**config.mk**
```make
export PLATFORM = sky130hd
export DESIGN_NAME = mem_access_ctrl
export DESIGN_NICKNAME = d
export VERILOG_FILES = /design/src/rtl/mem_if_pkg.sv /design/src/rtl/mem_timeout_cnt.sv /design/src/rtl/mem_access_ctrl.sv
export SDC_FILE = /design/constraint.sdc
export NUM_CORES = 1
export LEC_CHECK = 0
export CAP_MARGIN = 20
export CORE_AREA = 2 2 104 106
export DETAILED_ROUTE_END_ITERATION = 7
export DIE_AREA = 0 0 106 108
export GPL_TIMING_DRIVEN = 0
export PLACE_DENSITY = 0.84
export SLEW_MARGIN = 0
export SYNTH_ARGS = -nofsm -noshare
export SYNTH_HDL_FRONTEND = slang
export SYNTH_HIERARCHICAL = 1
export SYNTH_SLANG_ARGS = --single-unit
```
**constraint.sdc**
```tcl
create_clock -name clk -period 3.3 [get_ports clk]
set_input_delay 0.66 -clock clk [delete_from_list [all_inputs] [get_ports clk]]
set_output_delay 0.66 -clock clk [all_outputs]
set_load 0.01 [all_outputs]
```
**src/rtl/mem_if_pkg.sv**
```systemverilog
// Shared definitions for the MEM-stage data-memory interface: FSM states,
// address-map defaults and the legality check used by controller and memory model.
package mem_if_pkg;

   typedef enum logic [1:0] {
      IDLE = 2'd0,
      REQ  = 2'd1,
      DONE = 2'd2
   } state_t;

   localparam logic [31:0] BASE_ADDR_DEF = 32'd1024;
   localparam int          WORD_SHIFT    = 2;

   // Legal = inside the window, word aligned, and within the memory depth.
   // The subtraction may wrap for addr < base, but that term is masked by the first test.
   function automatic logic addr_legal(input logic [31:0] addr,
                                       input logic [31:0] base,
                                       input logic [31:0] depth);
      logic [31:0] idx;
      idx = (addr - base) >> WORD_SHIFT;
      return (addr >= base) && (addr[1:0] == 2'b00) && (idx < depth);
   endfunction

endpackage

```
**src/rtl/mem_timeout_cnt.sv**
```systemverilog
// Wait-cycle counter for an outstanding memory request; flags the last
// permitted cycle so the controller can abandon a request that never gets an ack.
module mem_timeout_cnt #(
   parameter int TIMEOUT_CYCLES = 16
) (
   input  logic clk,
   input  logic rst,
   input  logic clr,
   input  logic en,
   output logic expired
);

   localparam int             CW   = (TIMEOUT_CYCLES > 1) ? $clog2(TIMEOUT_CYCLES) : 1;
   localparam logic [CW-1:0]  LAST = CW'(TIMEOUT_CYCLES - 1);

   logic [CW-1:0] count;

   always_ff @(posedge clk) begin
      if (!rst) begin
         count <= '0;
      end else if (clr) begin
         count <= '0;
      end else if (en) begin
         count <= count + CW'(1);
      end
   end

   assign expired = (count == LAST);

endmodule

```
**src/rtl/mem_access_ctrl.sv**
```systemverilog
// MEM-stage initiator for a word-addressed req/ack data memory: checks the
// access, runs the handshake with a timeout, stalls the pipeline and returns load data.
module mem_access_ctrl
   import mem_if_pkg::*;
#(
   parameter logic [31:0] BASE_ADDR      = BASE_ADDR_DEF,
   parameter int          DEPTH_WORDS    = 64,
   parameter int          TIMEOUT_CYCLES = 16
) (
   input  logic        clk,
   input  logic        rst,
   input  logic        mem_r_en,
   input  logic        mem_w_en,
   input  logic [31:0] address,
   input  logic [31:0] wr_data,
   output logic [31:0] rd_data,
   output logic        freeze,
   output logic        acc_err,
   output logic        mem_req,
   output logic        mem_we,
   output logic [31:0] mem_addr,
   output logic [31:0] mem_wdata,
   input  logic        mem_ack,
   input  logic [31:0] mem_rdata,
   output state_t      fsm_state
);

   state_t      state;
   state_t      next_state;
   logic        req_v;
   logic        legal;
   logic [31:0] word_idx;
   logic        err_pending;
   logic        take_req;
   logic        err_set;
   logic        cap_rd;
   logic        clr_rd;
   logic        cnt_clr;
   logic        cnt_en;
   logic        expired;

   assign req_v    = mem_r_en | mem_w_en;
   assign legal    = addr_legal(address, BASE_ADDR, 32'(DEPTH_WORDS));
   assign word_idx = (address - BASE_ADDR) >> WORD_SHIFT;

   mem_timeout_cnt #(
      .TIMEOUT_CYCLES(TIMEOUT_CYCLES)
   ) u_timeout (
      .clk    (clk),
      .rst    (rst),
      .clr    (cnt_clr),
      .en     (cnt_en),
      .expired(expired)
   );

   // An ack on the expiry cycle wins over the timeout.
   always_comb begin
      next_state = state;
      take_req   = 1'b0;
      err_set    = 1'b0;
      cap_rd     = 1'b0;
      clr_rd     = 1'b0;
      cnt_clr    = 1'b1;
      cnt_en     = 1'b0;
      case (state)
         IDLE: begin
            if (req_v) begin
               if (legal) begin
                  take_req   = 1'b1;
                  next_state = REQ;
               end else begin
                  err_set    = 1'b1;
                  next_state = DONE;
               end
            end
         end
         REQ: begin
            cnt_clr = 1'b0;
            if (mem_ack) begin
               cap_rd     = ~mem_we;
               cnt_clr    = 1'b1;
               next_state = DONE;
            end else if (expired) begin
               err_set    = 1'b1;
               clr_rd     = ~mem_we;
               cnt_clr    = 1'b1;
               next_state = DONE;
            end else begin
               cnt_en = 1'b1;
            end
         end
         DONE:    next_state = IDLE;
         default: next_state = IDLE;
      endcase
   end

   always_ff @(posedge clk) begin
      if (!rst) begin
         state       <= IDLE;
         err_pending <= 1'b0;
         rd_data     <= '0;
         mem_addr    <= '0;
         mem_wdata   <= '0;
         mem_we      <= 1'b0;
      end else begin
         state       <= next_state;
         err_pending <= err_set;
         if (take_req) begin
            mem_addr  <= word_idx;
            mem_wdata <= wr_data;
            mem_we    <= mem_w_en;
         end
         if (cap_rd) begin
            rd_data <= mem_rdata;
         end else if (clr_rd) begin
            rd_data <= '0;
         end
      end
   end

   // DONE releases the stall so the pipeline can retire the access.
   assign freeze    = req_v & (state != DONE);
   assign mem_req   = (state == REQ);
   assign acc_err   = (state == DONE) & err_pending;
   assign fsm_state = state;

endmodule

```
==> metrics.md, run 1 <==
| Metric | Value |
|---|---|
| Layout Skew | 0.01083 ns |
| Cts hold-fix bufs | 0 |
| Global-route wire length before repair | 18.22 mm |
| Pwr Total | 2.304 mW |
| CTS tree | built |
| Post-synth EDFFs | 0 |
| Crit-path slowest cell | or4b_1 |
| Max incr delay on CP | 0.52 ns |
| Hold Fails Final Rpt | 0 |
| RSZ-0062 raised after global routing | no |
| Post-synth top area share | 49.25% |
| Detailed Routing Iterations Pass 1 | 4 |
| Vias | 3822 |
| Vias in the first global route | 3832 |
| Fin crit share | 95.40% |
| Slew @ Worst Pin | 0.8970 ns |
| Startpoint Class | primary input |
| Seq cells post-synth | 102 |
| Antenna violations before repair | 0 |
| Clk_lat worst skew | 0.36 ns |
| Vias per cell | 4.906 |
| H-tree depth | 3 |
| Mapped cell area | 4146 sq um |
| Final setup vio count | 0 |
| Synth cell count leaders | dfxtp_1, nand2_1, mux2i_1 |
| Ranking of synthesized cells by area | dfxtp_1, mux2i_1, nand2_1 |
| DIE HEIGHT | 108 um |
| Initial Utilization | 40.53% |
| Maxcap violations | 0 |
| Wirelength per Cell | 14.90 um |
| Outcome | finished clean |
| Power Dens Cells | 350.5 nW/um^2 |
| Yosys cell types | 50 |
| Pin count of the biggest net entering global routing | 17 |
| Detailed placer's ending HPWL | 9.035 mm |
| Required time worst endpoint | 3.59 ns |
| CTS Buffer Depth | 2 |
| Max-slew violations | 0 |
| Synth async-reset ratio | 0% |
| Synthesis Warnings | 6 |
| # rows | 37 |
| VDD IR max | 0.2152 mV |
| Buffers on Ports | 200 |
| Cells along the critical path | clkdlybuf4s50_1 -> inv_1 -> ha_2 -> or4b_1 -> o32ai_4 -> o21ai_2 -> a2111oi_4 -> buf_12 -> buf_6 -> mux2i_1 |
| Worst Setup Path Type | in2reg |
| DIE AREA | 11450 sq um |
| Post-DP Area | 6322 sq um |
| Num CTS Buffers | 9 |
| Die Width | 106 um |
| # clock sinks | 102 |
| I/O pins | 203 |
| Critical Path AT | 3.44 ns |
| GRT Total Usage | 19.90% |
| Relative slew slack | 39.74% |
| Final core area utilization | 64.24% |
| Cell area after layout | 6573 sq um |
| Post-synthesis cell count | 425 |
| Hold crit path type | reg2reg |
| Total global routing overflow | 0 |
| Core Box Area | 10230 sq um |
| Mapped Avg Cell Area | 9.756 sq um |
| Remaining antenna violation count | 0 |
| Post-synthesis sequential area ratio | 49.25% |
| Initial drt markers | 155 |
| Setup crit end kind | register |
| Post-layout minimum cycle time | 3.148 ns |
| Gpl congestion | 0.7425 |
| Share of layout cells above drive strength 1 | 5.910% |
| Clock Pin Slew Worst Setup and Hold Paths | 0.09 ns |
| Final Net Count | 742 |
| Layout overhead on the synthesized area | 58.51% |
| Number of remaining DRC errors | 0 |
| Pleak | 2.324 nW |
| ANT cells | 0 |
| Cell taking the most area after synthesis | dfxtp_1 |
| Max Fclk | 0.3176 GHz |
| Ys flop type | dfxtp_1 |
| Drt total wl | 11.60 mm |
| Count leader, synth | dfxtp_1 |
| CP Max Fanout | 10 |
| CTS root buf | clkbuf_8 |
| Fillers | 842 |
==> cell type report <==
type | instances | area (sq um) | area share, %
flip-flops and latches | 102 | 2042 | 31.07
repair buffers | 201 | 2024 | 30.80
multi-input cells | 288 | 1934 | 29.43
well taps | 136 | 170.2 | 2.589
plain buffers | 30 | 165.2 | 2.513
clock buffers | 11 | 131.4 | 1.999
clock inverters | 5 | 82.58 | 1.256
inverters | 6 | 22.52 | 0.3427
==> layout by cell type, fill, tap and decap left out, types with 3 or more instances in the layout <==
cell type / instances
clkbuf_1: 24
nand2_1: 85
clkdlybuf4s50_1: 199
nand2b_1: 3
xnor2_1: 3
clkbuf_8: 9
a22oi_1: 32
buf_6: 6
and3b_2: 3
inv_1: 5
nor2b_1: 32
dfxtp_1: 102
nor2_1: 12
mux2i_1: 42
o21ai_0: 3
and3b_1: 19
nor4_1: 4
nand4_1: 5
nand3b_1: 3
==> critical path, delay by kind of cell <==
kind            cells  cell delay (ns)
compound gates      3             0.80
simple gates        1             0.52
buf+inv             4             0.97
mux                 1             0.21
fa+ha+maj           1             0.25
==> where the power goes <==
group | leakage, nW | switching [mW] | internal (mW)
sequential | 0.822 | 0.00157 | 1.23
clock | 0.108 | 0.418 | 0.431
combinational | 1.39 | 0.0834 | 0.138
==> per-stage QoR <==
stage,TNS (ns),hold slack (ns),worst slack [ns],instances
floorplan,0,0.4691,0.4878,426
global placement,-29.17,0.4406,-0.4837,762
detailed placement,-34.75,0.4508,-0.5923,762
CTS,0,0.4664,0.008777,779
global route,0,0.4871,0.02990,779
finish,0,0.4633,0.1518,779
==> final timing paths <==
kind,depth (start not counted),start,slack (ns),endpoint
worst max-delay path,10,address[11],0.15,mem_wdata[12]
worst min-delay path,2,mem_wdata[0],0.46,mem_wdata[0]
worst max register to register,6,u_timeout/count[0],1.03,u_timeout/count[3]
worst min register to register,2,mem_wdata[0],0.46,mem_wdata[0]
==> registers in the layout (all words and copies together), names as in the netlist <==
name / flops
mem_addr: 30
mem_wdata: 32
mem_we: 1
fsm_state: 2
rd_data: 32
u_timeout/count: 4
err_pending: 1
==> routing by layer <==
metal  up-vias  part of all wire (%)  track usage, %
li1       1895                     -               -
met4         0                  0.81           5.639
met5         -                     0               0
met2       132                    51           36.50
met1      1784                    41           21.89
met3        11                   7.9           6.811
==> cell families (layout without fill, tap and decap cells) <==
kind of cell             after synthesis  in the layout  synth area share (%)
buffers and inverters                 36            253                 4.526
other                                  1              2               0.09044
AO/OA/AOI/OAI                         54             54                 10.53
multiplexers                          42             42                 10.14
flip-flops                           102            102                 49.25
AND/OR/NAND/NOR                      184            184                 23.93
adder cells (fa/ha/maj)                3              3                0.9053
XOR/XNOR                               3              3                0.6338
==> repair_timing <==
item | 4_1_cts | 5_1_grt
buffers inserted | 1 | 0
pin swaps | 1 | 0
endpoints found under the setup margin | 63 | 61
gates resized for setup | 0 | 4
No activity file was read; power rests on OpenSTA's default activity.
==> inputs of run 2 (changes only) <==
--- a/config.mk
+++ b/config.mk
@@ -7,12 +7,11 @@
 export LEC_CHECK = 0
 export CAP_MARGIN = 20
 export CORE_AREA = 2 2 104 106
+export CTS_CLUSTER_DIAMETER = 40
 export DETAILED_ROUTE_END_ITERATION = 7
 export DIE_AREA = 0 0 106 108
 export GPL_TIMING_DRIVEN = 0
-export PLACE_DENSITY = 0.84
-export SLEW_MARGIN = 0
+export PLACE_DENSITY = 0.83
 export SYNTH_ARGS = -nofsm -noshare
 export SYNTH_HDL_FRONTEND = slang
-export SYNTH_HIERARCHICAL = 1
 export SYNTH_SLANG_ARGS = --single-unit
==> metrics.md, run 2 <==
| Metric | Value |
|---|---|
| Outcome | finished clean (unchanged) |
| Pleak | 2.328 nW (was 2.324 nW) |
| # rows | 37 (unchanged) |
| Die Width | 106 um (unchanged) |
| Most frequent cells in the layout | clkdlybuf4s50_1, dfxtp_1, nand2_1 (unchanged) |
| Total global routing overflow | 0 (unchanged) |
| Remaining antenna violation count | 0 (unchanged) |
| Slew @ Worst Pin | 0.5539 ns (was 0.8970 ns) |
| Relative slew slack | 63.00% (was 39.74%) |
| Max-slew violations | 0 (unchanged) |
| DIE AREA | 11450 sq um (unchanged) |
| Startpoint Class | primary input (unchanged) |
| Yosys cell types | 47 (was 50) |
| Most common cell after layout, fill and taps aside | clkdlybuf4s50_1 (unchanged) |
| Pin count of the biggest net entering global routing | 17 (unchanged) |
| Detailed placer's ending HPWL | 8.927 mm (was 9.035 mm) |
| Mapped cell area | 4069 sq um (was 4146 sq um) |
| Synth async-reset ratio | 0% (unchanged) |
| Fin crit share | 95.28% (was 95.40%) |
| Cell taking the most area after synthesis | dfxtp_1 (unchanged) |
| Hold Fails Final Rpt | 0 (unchanged) |
| GRT Total Usage | 19.97% (was 19.90%) |
| H-tree depth | 3 (unchanged) |
| Post-synth EDFFs | 0 (unchanged) |
| Num CTS Buffers | 9 (unchanged) |
| Fillers | 858 (was 842) |
| Top flop regs | mem_wdata x32, rd_data x32, mem_addr x30 (unchanged) |
| Adder-Cell Fraction of Synth Area | 0.9225% (was 0.9053%) |
| Share of layout cells above drive strength 1 | 5.313% (was 5.910%) |
| Vias | 3784 (was 3822) |
| Initial drt markers | 173 (was 155) |
| Maxcap violations | 0 (unchanged) |
| XOR/XNOR Fraction of Synth Area | 0.8610% (was 0.6337%) |
| Global-route wire length before repair | 18.37 mm (was 18.22 mm) |
| Antenna violations before repair | 0 (unchanged) |
| Delay-heaviest family, CP | buffers and inverters (unchanged) |
| Clk_lat worst skew | 0.35 ns (was 0.36 ns) |
| Critical Path Source | address[10] (was address[11]) |
| CTS Buffer Depth | 2 (unchanged) |
| Post-layout minimum cycle time | 3.144 ns (was 3.148 ns) |
| Hold Slack | 0.4579 ns (was 0.4633 ns) |
| Cts hold-fix bufs | 0 (unchanged) |
| Post-synthesis sequential area ratio | 50.18% (was 49.25%) |
| Final Net Count | 739 (was 742) |
| Hold crit path type | reg2reg (unchanged) |
| Max incr delay on CP | 0.52 ns (about the same) |
| Crit-path slowest cell | clkdlybuf4s50_1 (was or4b_1) |
| CTS tree | built (unchanged) |
| Final setup vio count | 0 (unchanged) |
| Seq cells post-synth | 102 (unchanged) |
| # clock sinks | 102 (unchanged) |
| Ranking of synthesized cells by area | dfxtp_1, mux2i_1, nand2_1 (unchanged) |
| Buffers on Ports | 199 (was 200) |
| Detailed Routing Iterations Pass 1 | 4 (unchanged) |
| Post-synth top area share | 50.18% (was 49.25%) |
| Compound-Gate Fraction of Synth Area | 8.672% (was 10.53%) |
| RR Startpoint | fsm_state[1] (was u_timeout/count[0]) |
| DIE HEIGHT | 108 um (unchanged) |
| CP Max Fanout | 10 (unchanged) |
| ANT cells | 0 (unchanged) |
| Worst Setup Path Type | in2reg (unchanged) |
| Layout overhead on the synthesized area | 58.43% (was 58.51%) |
| Initial Utilization | 39.77% (was 40.53%) |
| I/O pins | 203 (unchanged) |
| Ys flop type | dfxtp_1 (unchanged) |
| Wirelength per Cell | 14.61 um (was 14.90 um) |
| Max Fclk | 0.3180 GHz (was 0.3176 GHz) |
| Core Box Area | 10230 sq um (unchanged) |
| Power Dens Cells | 342.1 nW/um^2 (was 350.5 nW/um^2) |
| Drt total wl | 11.34 mm (was 11.60 mm) |
| Synth cell count leaders | dfxtp_1, nand2_1, mux2i_1 (unchanged) |
| Mapped Avg Cell Area | 9.619 sq um (was 9.756 sq um) |
| Post-synthesis cell count | 423 (was 425) |
| Gpl congestion | 0.7555 (was 0.7425) |
| Setup crit end kind | register (unchanged) |
| VDD IR max | 0.2728 mV (was 0.2152 mV) |
| Hold_sp | mem_addr[5] (was mem_wdata[0]) |
| Cells along the critical path | clkdlybuf4s50_1 -> inv_1 -> ha_1 -> or3b_1 -> buf_2 -> nor2_1 -> a2111oi_1 -> o32ai_2 -> or3_4 -> buf_6 -> and3_1 (was clkdlybuf4s50_1 -> inv_1 -> ha_2 -> or4b_1 -> o32ai_4 -> o21ai_2 -> a2111oi_4 -> buf_12 -> buf_6 -> mux2i_1) |
| Critical Path AT | 3.38 ns (was 3.44 ns) |
| Clock Pin Slew Worst Setup and Hold Paths | 0.09 ns (about the same) |
| Main combinational cell family by area after synthesis | simple AND/OR/NAND/NOR gates (unchanged) |
| Final cell count without fillers | 776 (was 779) |
| Number of remaining DRC errors | 0 (unchanged) |
| Vias per cell | 4.876 (was 4.906) |
| Worst Path Buf+Inv | 4 (unchanged) |
| Mux contribution to synthesized area | 10.09% (was 10.14%) |
| Placed cells | 759 (was 762) |
| Synthesis Warnings | 0 (was 6) |
| Layout Skew | 0.007284 ns (was 0.01083 ns) |
| Synth Area in Simple Gates | 24.17% (was 23.93%) |
| Count leader, synth | dfxtp_1 (unchanged) |
| CTS root buf | clkbuf_8 (unchanged) |
| Vias in the first global route | 3855 (was 3832) |
| Required time worst endpoint | 3.54 ns (was 3.59 ns) |
[run 2: changes by cell type after synthesis, moves of 3 or more]
cell	before	now
and3_1	1	25
and3b_1	19	1
and3b_2	3	0
nand4_1	5	1
nor2_1	12	7
nor3_1	2	7
[run 2: where the power goes]
group / internal, mW / leakage, nW / switching (mW)
combinational: 0.136 / 1.42 / 0.0749
sequential: 1.23 / 0.822 / 0.00150
clock: 0.349 / 0.0883 / 0.413
[run 2: final timing paths]
check                 endpoint  slack, ns  cells after the start
hold reg to reg    mem_addr[5]       0.46                      2
setup reg to reg   rd_data[13]       1.15                      8
setup / recovery  mem_addr[12]       0.16                     11
hold / removal     mem_addr[5]       0.46                      2
[run 2: repair_timing]
item / in CTS / in global routing
endpoints found under the setup margin: 0 / 63
gates resized for setup: 0 / 1
buffers inserted: 0 / 1
[run 2: cell families (layout without fill, tap and decap cells)]
group / Yosys count / count (layout)
other: 1 / 2
muxes: 41 / 41
buffers and inverters: 38 / 254
AOI/OAI and AO/OA: 48 / 48
adders and majority gates: 3 / 3
and+or+nand+nor: 186 / 186
DFF: 102 / 102
xor gates and xnor gates: 4 / 4
[run 2: metal layers]
metal	global-route usage [%]	routed length (um)	up-vias
met3	6.992	920	10
met2	34.70	5516	140
met1	23.49	4786	1761
met4	5.545	114	0
li1	-	-	1873
met5	0	0	-
[run 2: area by class of cell]
cell class / instances / area, sq um / area share [%]
multi-input combinational: 284 / 1828 / 28.36
clock buffer: 10 / 127.6 / 1.980
clock inverter: 6 / 62.56 / 0.9705
timing repair buffer: 200 / 2012 / 31.21
inverter: 5 / 18.77 / 0.2911
tap: 136 / 170.2 / 2.640
buffer: 33 / 185.2 / 2.873
sequential: 102 / 2042 / 31.68
[run 2: worst reg2reg max path: stages, from the launching register on]
cell and delay (ns):
dfxtp_1 0.42, nand2b_1 0.18, inv_1 0.07, and3_1 0.17, clkbuf_1 0.16, a21oi_1 0.40
clkbuf_1 0.41, a22oi_1 0.14, nor2b_1 0.14
[run 2: per-stage QoR]
stage	instance area, sq um	util (%)	setup WS, ns	TNS, ns	power (mW)
floorplan	4073	-	0.5583	0	1.324
global placement	6235	60.94	-0.2302	-11.99	1.467
detailed placement	6235	60.94	-0.3256	-16.39	1.472
CTS	6425	62.80	0.002343	0	2.229
global route	6446	63.01	-0.04160	-0.2547	2.299
finish	6446	63.01	0.1557	0	2.206
==> inputs of run 3 (changes only) <==
--- a/config.mk
+++ b/config.mk
@@ -11,6 +11,7 @@
 export DETAILED_ROUTE_END_ITERATION = 7
 export DIE_AREA = 0 0 106 108
 export GPL_TIMING_DRIVEN = 0
+export HOLD_SLACK_MARGIN = 0.03
 export PLACE_DENSITY = 0.83
 export SYNTH_ARGS = -nofsm -noshare
 export SYNTH_HDL_FRONTEND = slang
==> results of run 3 <==
Same layout as run 2: the final DEF is identical, and so are final timing and power.
